$ cat config.mk
export PLATFORM = sky130hd
export DESIGN_NAME = ps2_key_sequencer
export DESIGN_NICKNAME = d
export VERILOG_FILES = /design/src/rtl/ps2_key_sequencer.sv
export SDC_FILE = /design/constraint.sdc
export NUM_CORES = 1
export LEC_CHECK = 0
export BUFFER_PORTS_ARGS = -buffer_cell sky130_fd_sc_hd__buf_2
export CAP_MARGIN = 5
export CORE_MARGIN = 5
export CORE_UTILIZATION = 50
export DETAILED_ROUTE_END_ITERATION = 6
export GPL_TIMING_DRIVEN = 0
export PLACE_DENSITY = 0.71
export RECOVER_POWER = 25
export SKIP_CTS_REPAIR_TIMING = 1
export SLEW_MARGIN = 20
export SYNTH_ARGS = -nofsm -noshare
export SYNTH_HDL_FRONTEND = slang
export SYNTH_SLANG_ARGS = --single-unit
export TNS_END_PERCENT = 30
$ cat constraint.sdc
create_clock -name clk -period 3.8 [get_ports clk]
set_input_delay 0.38 -clock clk [delete_from_list [all_inputs] [get_ports clk]]
set_output_delay 0.38 -clock clk [all_outputs]
set_load 0.01 [all_outputs]
$ cat src/rtl/ps2_key_sequencer.sv
// PS/2 set-2 scan-code sequencer: prefix decoding, Shift/Caps Lock tracking,
// ASCII translation and a first-word-fall-through character FIFO.
module ps2_key_sequencer #(
  parameter int FIFO_DEPTH = 8
) (
  input  logic       clk,
  input  logic       reset,
  input  logic [7:0] scan_data,
  input  logic       scan_data_valid,
  output logic [7:0] key_ascii,
  output logic       key_valid,
  input  logic       key_ready,
  output logic       shift_held,
  output logic       caps_lock,
  output logic       overflow
);

  localparam int PTR_W = $clog2(FIFO_DEPTH);
  localparam logic [PTR_W-1:0] PTR_ONE  = PTR_W'(1);
  localparam logic [PTR_W:0]   CNT_ONE  = (PTR_W + 1)'(1);
  localparam logic [PTR_W:0]   CNT_FULL = (PTR_W + 1)'(FIFO_DEPTH);

  typedef enum logic [1:0] {IDLE, BRK, EXT, EXT_BRK} state_t;

  state_t state, state_next;

  logic       valid_d, byte_stb;
  logic [7:0] byte_r;
  logic       lshift, rshift, caps_down;
  logic       make_normal, break_normal, make_ext;
  logic [8:0] xlate;
  logic       char_hit;
  logic [7:0] char_r;

  logic [7:0]       mem [FIFO_DEPTH];
  logic [PTR_W-1:0] wr_ptr, rd_ptr;
  logic [PTR_W:0]   count;
  logic             full, push, pop;

  // Returns {hit, ascii} for a normal (non-extended) make code.
  function automatic logic [8:0] xlate_normal(input logic [7:0] code,
                                              input logic shift,
                                              input logic caps);
    logic [7:0] lower, plain, shifted;
    logic [8:0] result;
    lower = 8'h00; plain = 8'h00; shifted = 8'h00; result = 9'h000;
    case (code)
      8'h1C: lower = "a";  8'h32: lower = "b";  8'h21: lower = "c";
      8'h23: lower = "d";  8'h24: lower = "e";  8'h2B: lower = "f";
      8'h34: lower = "g";  8'h33: lower = "h";  8'h43: lower = "i";
      8'h3B: lower = "j";  8'h42: lower = "k";  8'h4B: lower = "l";
      8'h3A: lower = "m";  8'h31: lower = "n";  8'h44: lower = "o";
      8'h4D: lower = "p";  8'h15: lower = "q";  8'h2D: lower = "r";
      8'h1B: lower = "s";  8'h2C: lower = "t";  8'h3C: lower = "u";
      8'h2A: lower = "v";  8'h1D: lower = "w";  8'h22: lower = "x";
      8'h35: lower = "y";  8'h1A: lower = "z";
      default: lower = 8'h00;
    endcase
    case (code)
      8'h16: begin plain = "1"; shifted = "!"; end
      8'h1E: begin plain = "2"; shifted = "@"; end
      8'h26: begin plain = "3"; shifted = "#"; end
      8'h25: begin plain = "4"; shifted = "$"; end
      8'h2E: begin plain = "5"; shifted = "%"; end
      8'h36: begin plain = "6"; shifted = "^"; end
      8'h3D: begin plain = "7"; shifted = "&"; end
      8'h3E: begin plain = "8"; shifted = "*"; end
      8'h46: begin plain = "9"; shifted = "("; end
      8'h45: begin plain = "0"; shifted = ")"; end
      default: begin plain = 8'h00; shifted = 8'h00; end
    endcase
    if (lower != 8'h00)
      result = {1'b1, (shift ^ caps) ? (lower - 8'h20) : lower};
    else if (plain != 8'h00)
      result = {1'b1, shift ? shifted : plain};
    else begin
      case (code)
        8'h29:   result = {1'b1, 8'h20};
        8'h5A:   result = {1'b1, 8'h0D};
        8'h66:   result = {1'b1, 8'h08};
        8'h0D:   result = {1'b1, 8'h09};
        8'h76:   result = {1'b1, 8'h1B};
        default: result = 9'h000;
      endcase
    end
    return result;
  endfunction

  function automatic logic [8:0] xlate_ext(input logic [7:0] code);
    logic [8:0] result;
    case (code)
      8'h75:   result = {1'b1, 8'h11};
      8'h72:   result = {1'b1, 8'h12};
      8'h6B:   result = {1'b1, 8'h13};
      8'h74:   result = {1'b1, 8'h14};
      default: result = 9'h000;
    endcase
    return result;
  endfunction

  // Rising-edge byte detect: a level held for many cycles is one byte.
  always_ff @(posedge clk) begin
    if (!reset) begin
      valid_d  <= 1'b0;
      byte_stb <= 1'b0;
      byte_r   <= 8'h00;
    end else begin
      valid_d  <= scan_data_valid;
      byte_stb <= scan_data_valid & ~valid_d;
      byte_r   <= scan_data;
    end
  end

  always_ff @(posedge clk) begin
    if (!reset) state <= IDLE;
    else        state <= state_next;
  end

  always_comb begin
    state_next   = state;
    make_normal  = 1'b0;
    break_normal = 1'b0;
    make_ext     = 1'b0;
    if (byte_stb) begin
      case (state)
        IDLE: begin
          if (byte_r == 8'hE0)      state_next = EXT;
          else if (byte_r == 8'hF0) state_next = BRK;
          else                      make_normal = 1'b1;
        end
        EXT: begin
          if (byte_r == 8'hF0)      state_next = EXT_BRK;
          else if (byte_r == 8'hE0) state_next = EXT;
          else begin
            make_ext   = 1'b1;
            state_next = IDLE;
          end
        end
        BRK: begin
          break_normal = 1'b1;
          state_next   = IDLE;
        end
        default: state_next = IDLE;
      endcase
    end
    if (make_normal)   xlate = xlate_normal(byte_r, shift_held, caps_lock);
    else if (make_ext) xlate = xlate_ext(byte_r);
    else               xlate = 9'h000;
  end

  assign shift_held = lshift | rshift;

  // Translation reads the modifier values from before this byte's update.
  always_ff @(posedge clk) begin
    if (!reset) begin
      lshift    <= 1'b0;
      rshift    <= 1'b0;
      caps_lock <= 1'b0;
      caps_down <= 1'b0;
      char_hit  <= 1'b0;
      char_r    <= 8'h00;
    end else begin
      char_hit <= xlate[8];
      char_r   <= xlate[7:0];
      if (make_normal) begin
        case (byte_r)
          8'h12: lshift <= 1'b1;
          8'h59: rshift <= 1'b1;
          8'h58: begin
            if (!caps_down) caps_lock <= ~caps_lock;
            caps_down <= 1'b1;
          end
          default: ;
        endcase
      end
      if (break_normal) begin
        case (byte_r)
          8'h12:   lshift    <= 1'b0;
          8'h59:   rshift    <= 1'b0;
          8'h58:   caps_down <= 1'b0;
          default: ;
        endcase
      end
    end
  end

  assign full      = (count == CNT_FULL);
  assign key_valid = (count != '0);
  assign key_ascii = key_valid ? mem[rd_ptr] : 8'h00;
  assign pop       = key_valid & key_ready;
  assign push      = char_hit & (~full | pop);

  always_ff @(posedge clk) begin
    if (push) mem[wr_ptr] <= char_r;
  end

  always_ff @(posedge clk) begin
    if (!reset) begin
      wr_ptr   <= '0;
      rd_ptr   <= '0;
      count    <= '0;
      overflow <= 1'b0;
    end else begin
      if (push) wr_ptr <= wr_ptr + PTR_ONE;
      if (pop)  rd_ptr <= rd_ptr + PTR_ONE;
      case ({push, pop})
        2'b10:   count <= count + CNT_ONE;
        2'b01:   count <= count - CNT_ONE;
        default: count <= count;
      endcase
      if (char_hit && !push) overflow <= 1'b1;
    end
  end

endmodule

**Word-level counts from Yosys, hierarchy flattened**

Memories as Yosys holds them, arrays and structs flattened. A register that Yosys moved wholly into a read port is not among the register bits.
Cells that the tools add are included.

- Bits in latches: 0
- Register bits after elaboration: 36
- Bits in writable memories: 64
- Bits in read-only memories: 896
- Memories: 2

Memories:

| name | words | width | read ports | clocked after Yosys merged registers in | write ports | RTL line | text |
|---|---|---|---|---|---|---|---|
| (name not given) | 128 | 7 | 1 | 1 | 0 | 47 | `case (code)` |
| mem | 8 | 8 | 1 | 1 | 1 | 35 | `logic [7:0] mem [FIFO_DEPTH];` |

- Multiplexer cells: 47
- Multipliers: 0
- Shifts and indexed selects: 0
- Bitwise logic cells: 10
- Magnitude comparators: 0
- Add/sub/neg operators: 5
- Reductions and logical operators: 9
- Divide/modulo/power cells: 0
- Equality and inequality tests: 30

Operator list:

| kind | count |
|---|---|
| $eq 8x7->1 const B | 11 |
| $pmux 7 s10 | 1 |
| $pmux 6 s10 | 1 |
| $eq 8x6->1 const B | 7 |
| $mux 8 | 6 |
| $pmux 9 s5 | 1 |
| $mux 9 | 4 |
| $pmux 9 s4 | 1 |
| $eq 8x5->1 const B | 3 |
| $mux 1 | 24 |
| $eq 8x8->1 const B | 2 |
| $reduce_bool 8->1 | 2 |
| $eq 8x4->1 const B | 1 |
| $mux 2 | 4 |
| $pmux 4 s2 | 1 |
| $sub 8x6->8 const B | 1 |
| $mux 7 | 1 |
| $add 3x1->3 const B | 2 |
| $mux 3 | 2 |
| $add 4x1->4 const B | 1 |
| $eq 2x1->1 const B | 2 |
| $eq 2x2->1 const B | 2 |
| $eq 4x4->1 const B | 1 |
| $not 1->1 | 4 |
| other kinds (13) | 16 |

**Depth between registers and ports, before layout**

Gate-level depths: netlist of the first run.

- Depth after elaboration: 10
- Mapped depth: 10

**Worst setup path before layout of the first run**

Ideal clock, no wire load.

- Path type: flip-flop to flip-flop
- Start point: register count[0]
- End point: register count[3]
- Arrival time: 2.188 ns
- Library setup time: 0.071 ns
- Buffers on the path: 0
- Path slack: 1.541 ns
- Required time: 3.729 ns
- Stages on the path, launching flop included: 11
- Clock period less this slack: 2.259 ns
- Cells stage by stage: dfxtp_1 > nor3_1 > a31oi_1 > inv_1 > ha_1 > ha_1 > a21o_1 > a21oi_1 > xnor2_1 > or3_1 > a21oi_1

- Longest elaborated chain between the ends: 6
- Elaborated cells between the ends (all ways): 12

RTL lines:

| what | RTL line | text |
|---|---|---|
| from (decl) | 37 | `logic [PTR_W:0] count;` |
| from (signal assigned) | 207 | `2'b10: count <= count + CNT_ONE;` |
| from (signal assigned) | 208 | `2'b01: count <= count - CNT_ONE;` |
| from (signal assigned) | 209 | `default: count <= count;` |
| $reduce_bool 4->1 / $eq 4x4->1 (equally long branches) | 188, 187 |  |
| $and 1x1->1 / $not 1->1 (equally long branches) | 190, 191 |  |
| $or 1x1->1 | 191 | `assign push = char_hit & (~full \| pop);` |
| $and 1x1->1 | 191 |  |
| $eq 2x1->1 / $eq 2x2->1 (equally long branches) | 206 | `case ({push, pop})` |
| $pmux 4 s2 / $reduce_bool 2->1 (equally long branches) | n/a |  |

Parallel ways exist; a longest one is shown, timed or not.
A chain may end at the register's enable or synchronous reset.

==> impl_metrics.env, run 1 <==
export IMPL_syn_inst=467
export IMPL_grtUsageMet3_pct=2.89
export IMPL_pwr_share_clk_pct=29.5
export IMPL_cpMaxStageDelayCell="a2111oi_0"
export IMPL_ant_nets=0
export IMPL_synthSimpleGateAreaFrac_pct=16.2
export IMPL_dp_hpwl_mm=8.05
export IMPL_cts_inserted_buffers=9
export IMPL_startpoint_type="input pin"
export IMPL_drv_slew=0
export IMPL_grt_util_met1_pct=22.7
export IMPL_synth_seq_cells=109
export IMPL_relSlewSlack_pct=44.8
export IMPL_port_buffers=20
export IMPL_cts_path_max_buffers=2
export IMPL_power_frac_seq_pct=56.4
export IMPL_clk_pin_slew_worst_paths_ns=0.10
export IMPL_yosys_area_top_type="edfxtp_1"
export IMPL_fin_crit_sh_pct=72.8
export IMPL_synth_top_family_by_area="simple AND/OR/NAND/NOR gates"
export IMPL_firstDrtPassIters=6
export IMPL_insertion_delay_ns=0.36
export IMPL_switchingPower_w=0.000590
export IMPL_antenna_cells=0
export IMPL_grt_use_met2_pct=30.1
export IMPL_synthAdderAreaFrac_pct=3.44
export IMPL_crit_top_cell="clkbuf_1"
export IMPL_grt_pass1_wl_mm=18.0
export IMPL_final_setup_viol_count=0
export IMPL_crit_path_max_fanout=10
export IMPL_combPwrFrac_pct=14.1
export IMPL_end_kind="register"
export IMPL_crit_type="in2reg"
export IMPL_placedCellCount=623
export IMPL_power_density_nw_per_um2=392
export IMPL_cp_data_arrival_time_ns=3.02
export IMPL_synth_most_common_cell="edfxtp_1"
export IMPL_cts_sinks=109
export IMPL_synth_compound_area_share_pct=13.3
export IMPL_die_area_sq_um=12800
export IMPL_whs_ns=0.227
export IMPL_yosys_top_cells_count="64 x edfxtp_1, 56 x nor2_1, 45 x dfxtp_1"
export IMPL_swShare_pct=26.0
export IMPL_ys_warn_count=0
export IMPL_synth_net_count=493
export IMPL_die_x_um=113
export IMPL_skew_ns=0.0190
export IMPL_synth_xor_area_share_pct=1.49
export IMPL_finish_utilization_pct=56.0
export IMPL_synthMuxAreaShare_pct=8.68
export IMPL_drt_initial_drc_count=265
export IMPL_synth_area_top_cells="edfxtp_1 36%, dfxtp_1 17%, mux4_2 6.8%, nor2_1 4.0%, ha_1 3.1%"
export IMPL_maxCapViolCount=0
export IMPL_grt_pass1_vias=3583
export IMPL_htreeDepth=3
export IMPL_vias_per_cell=5.84
export IMPL_grt_usage_pct=17.5
export IMPL_tightest_slew_ns=0.825
export IMPL_nets=524
export IMPL_timing_setup_tns_ns=0
export IMPL_mappedNetlistArea_sq_um=5310
export IMPL_seq_area_frac_synth_pct=53.2
export IMPL_busiest_layer="met2"
export IMPL_root_buffer="clkbuf_8"
export IMPL_avgRoutedWirePerCell_um=16.9
export IMPL_cpPeakStageDelay_ns=0.60
export IMPL_async_flop_share_pct=0
export IMPL_cts_tree="done"
export IMPL_rsz0062_at_grt="false"
export IMPL_route_detailed_drc=0
export IMPL_hold_path_class="in2reg"
export IMPL_synth_top_area_share_pct=36.2
export IMPL_p_total_w=0.00226
export IMPL_pin_count=24
export IMPL_wirelength_mm=10.8
export IMPL_max_freq_ghz=0.362
export IMPL_overflow=0
export IMPL_ir_worst_vdd_uv=242
export IMPL_grt_max_degree=20
export IMPL_instances_no_fill=639
export IMPL_fp_row_count=37
export IMPL_min_period_ns=2.77
export IMPL_drive_gt1_share_pct=14.5
export IMPL_start_util_pct=51.4
export IMPL_gp_congestion=0.874
export IMPL_core_area_sq_um=10300
export IMPL_required_ns=4.06
export IMPL_hold_viol=0
export IMPL_syn_area_per_cell_sq_um=11.4
export IMPL_cp_cell_sequence="clkbuf_1, clkbuf_1, clkbuf_1, nand2_1, inv_1, ha_1, nand2_1, a2111oi_0, a211oi_1, o32ai_1"
export IMPL_die_y_um=113
export IMPL_yosys_most_used_dff="edfxtp_1"
export IMPL_syn_to_final_growth_pct=8.91
export IMPL_antenna_found_initial=0
export IMPL_vias=3732
export IMPL_intPower_w=0.00167
export IMPL_fill_cells=895
export IMPL_synth_cell_types=71
export IMPL_outcome="complete, no violations"
export IMPL_p_leak_nw=1.98
export IMPL_synth_edf_count=64
==> power groups by stage <==
stage	combinational [W]	sequential [W]	clock [W]
floorplan	0.000235	0.00130	0
global placement	0.000317	0.00130	0
detailed placement	0.000321	0.00130	0
CTS	0.000322	0.00128	0.000678
global route	0.000358	0.00128	0.000738
finish	0.000320	0.00128	0.000667
==> area by class of cell <==
| type | count | area, sq um | share of cell area (%) |
|---|---|---|---|
| tap | 136 | 170 | 2.94 |
| timing repair buffer | 20 | 98.8 | 1.71 |
| clock buffer | 11 | 153 | 2.64 |
| inverter | 22 | 82.6 | 1.43 |
| buffer | 26 | 114 | 1.97 |
| sequential | 109 | 2820 | 48.8 |
| multi-input combinational | 310 | 2300 | 39.8 |
| clock inverter | 5 | 41.3 | 0.714 |
==> layer usage <==
metal | vias to the layer above | share of wire [%]
li1 | 1816 | -
met1 | 1795 | 44
met2 | 106 | 50
met3 | 15 | 4.5
met4 | 0 | 1.7
met5 | - | 0
==> final timing paths <==
kind	to	slack, ns	depth (start not counted)	from
max	register	1.03	10	reset
min	byte_r[7]	0.23	2	scan_data[7]
max reg2reg	count[3]	1.26	10	count[0]
min reg2reg	byte_stb	0.39	1	valid_d
==> state kept, by name, indices dropped and copies added (netlist names), named ones only <==
| signal | count |
|---|---|
| caps_lock | 1 |
| char_r | 8 |
| rshift | 1 |
| count | 4 |
| valid_d | 1 |
| lshift | 1 |
| state | 2 |
| byte_stb | 1 |
| byte_r | 8 |
| wr_ptr | 3 |
| mem | 64 |
| rd_ptr | 3 |
| caps_down | 1 |
| char_hit | 1 |
| overflow | 1 |
==> worst max-delay path: cells and delay by family <==
family                   cells  cell delay, ns
buffers and inverters        4            1.20
AO/OA/AOI/OAI                3            0.85
AND/OR/NAND/NOR              2            0.32
adder cells (fa/ha/maj)      1            0.25
==> cell families after synthesis <==
group                      after synthesis
muxes                                   26
xor gates and xnor gates                 9
AOI/OAI and AO/OA                      101
and+or+nand+nor                        160
DFF                                    109
adders and majority gates               14
buffers and inverters                   48
==> layout by cell type (no fill, tap or decap), types with 4 or more instances in the layout <==
cell type	Yosys	final
nand2_1	31	31
xnor2_1	5	5
dfxtp_1	45	45
edfxtp_1	64	64
and2_1	4	4
o21ai_0	16	16
a211oi_1	4	4
a221oi_1	5	5
xor2_1	4	4
a31oi_1	10	10
nor3_1	7	5
buf_2	7	26
ha_1	13	13
nor2b_1	9	9
clkbuf_1	15	17
nand2b_1	7	7
nor2_1	56	56
mux4_2	16	16
mux2i_1	10	10
a32oi_1	6	6
a21oi_1	16	16
clkbuf_8	0	9
inv_1	22	22
nand3_1	7	7
o31ai_1	5	5
==> per-stage QoR <==
stage | setup WS (ns) | area [sq um]
final | 1.03 | 5780
after global routing | 0.659 | 5780
after detailed placement | 0.816 | 5590
after floorplan | 1.54 | 5310
after CTS | 1.02 | 5780
after global placement | 0.778 | 5580
Note: power is estimated with default switching activity, not from simulation.
==> run 2, diff against run 1 <==
==> constraint.sdc (replaced) <==
create_clock -name clk -period 2.55 [get_ports clk]
set_input_delay 0.255 -clock clk [delete_from_list [all_inputs] [get_ports clk]]
set_output_delay 0.255 -clock clk [all_outputs]
set_load 0.01 [all_outputs]
==> impl_metrics.env, run 2 (synthesized netlist as in run 1, its figures left out) <==
export IMPL_vias=3738
export IMPL_skew_ns=0.0184
export IMPL_antenna_found_initial=0
export IMPL_p_leak_nw=1.99
export IMPL_root_buffer="clkbuf_8"
export IMPL_crit_type="reg2out"
export IMPL_hold_path_class="in2reg"
export IMPL_cts_path_max_buffers=2
export IMPL_layout_common_cells="64 x edfxtp_1, 56 x nor2_1, 45 x dfxtp_1"
export IMPL_final_common_cell="edfxtp_1"
export IMPL_core_area_sq_um=10300
export IMPL_start_util_pct=51.4
export IMPL_overflow=0
export IMPL_hold_viol=0
export IMPL_port_buffers=20
export IMPL_avgRoutedWirePerCell_um=16.8
export IMPL_dp_hpwl_mm=8.05
export IMPL_outcome="finished, violations left"
export IMPL_setup_ws_ns=-0.0786
export IMPL_finish_utilization_pct=56.2
export IMPL_largest_reg_flops=64
export IMPL_fill_cells=892
export IMPL_r2r_setup_slack_ns=0.14
export IMPL_route_detailed_drc=0
export IMPL_fin_crit_sh_pct=103
export IMPL_vias_per_cell=5.84
export IMPL_cts_sinks=109
export IMPL_fp_row_count=37
export IMPL_nets=525
export IMPL_cts_inserted_buffers=9
export IMPL_die_y_um=113
export IMPL_crit_path_max_fanout=10
export IMPL_regToRegEndpoint="count[3]"
export IMPL_pin_count=24
export IMPL_min_to="byte_r[7]"
export IMPL_regMostFlops="mem"
export IMPL_failed_checks="setup timing"
export IMPL_ir_worst_vdd_uv=360
export IMPL_firstDrtPassIters=5
export IMPL_insertion_delay_ns=0.36
export IMPL_ant_nets=0
export IMPL_reg2regPathDepth=9
export IMPL_htreeDepth=3
export IMPL_cts_tree="done"
export IMPL_grt_pass1_wl_mm=18.0
export IMPL_die_x_um=113
export IMPL_end_kind="output port"
export IMPL_final_setup_viol_count=7
export IMPL_holdPathStages=2
export IMPL_whs_ns=0.101
export IMPL_relSlewSlack_pct=44.7
export IMPL_cp_data_arrival_time_ns=2.37
export IMPL_r2r_start="count[0]"
export IMPL_power_density_nw_per_um2=583
export IMPL_gp_congestion=0.874
export IMPL_grt_max_degree=20
export IMPL_rsz0062_at_grt="true"
export IMPL_antenna_cells=0
export IMPL_tightest_slew_ns=0.827
export IMPL_startpoint_type="register"
export IMPL_drv_slew=0
export IMPL_drive_gt1_share_pct=15.1
export IMPL_grt_pass1_vias=3583
export IMPL_syn_to_final_growth_pct=9.22
export IMPL_wirelength_mm=10.8
export IMPL_maxCapViolCount=0
export IMPL_drt_initial_drc_count=283
export IMPL_clk_pin_slew_worst_paths_ns=0.10
export IMPL_max_freq_ghz=0.380
export IMPL_required_ns=2.30
export IMPL_top_regs="mem: 64 flops, byte_r: 8 flops, char_r: 8 flops"
export IMPL_min_from="scan_data[7]"
export IMPL_grt_usage_pct=17.5
export IMPL_die_area_sq_um=12800
export IMPL_min_period_ns=2.63
## run 2: area by class of cell
cell class	instances	area [sq um]	share of cell area [%]
buffer	26	115	1.99
clock buffer	11	153	2.63
clock inverter	5	41.3	0.712
inverter	22	82.6	1.42
multi-input combinational	310	2310	39.8
sequential	109	2820	48.7
tap	136	170	2.94
timing repair buffer	21	106	1.83
## run 2: how the worst max path moves through the flow
stage,startpoint,end,slack (ns),cells past startpoint
3_5_place_dp,reset,register,-0.31,10
6_report,register,key_ascii[5],-0.08,6
3_3_place_gp,reset,register,-0.35,10
4_1_cts,register,key_ascii[5],-0.10,6
2_1_floorplan,count[0],count[3],0.29,10
5_1_grt,register,key_ascii[5],-0.20,6
## run 2: where the power goes
part           total [W]  internal (W)  switching, W
Clock           0.000996      0.000425      0.000571
Combinational   0.000479      0.000196      0.000283
Sequential       0.00190       0.00188     0.0000287
Total            0.00338       0.00250      0.000883
## run 2: worst max-delay path, stage by stage, from the launching register on
cell,delay [ns]
dfxtp_1,0.32
buf_1,0.35
clkbuf_1,0.52
mux4_2,0.40
mux2i_1,0.17
nor2_1,0.08
buf_2,0.17
## run 2: stage by stage
stage	setup TNS [ns]	worst slack, ns	cells	power, W	area [sq um]
after global routing	-1.55	-0.201	640	0.00354	5800
after CTS	-0.433	-0.104	639	0.00339	5780
final	-0.173	-0.0786	640	0.00338	5800
after global placement	-1.14	-0.347	623	0.00241	5580
after detailed placement	-1.08	-0.309	623	0.00242	5590
after floorplan	0	0.291	467	0.00229	5310
## run 2: per-layer routing
layer	share of wire (%)	global-route usage, %	vias up
met5	0	0	-
met3	4.2	2.89	16
met4	1.7	5.37	0
met2	50	30.1	104
li1	-	-	1827
met1	44	22.7	1791
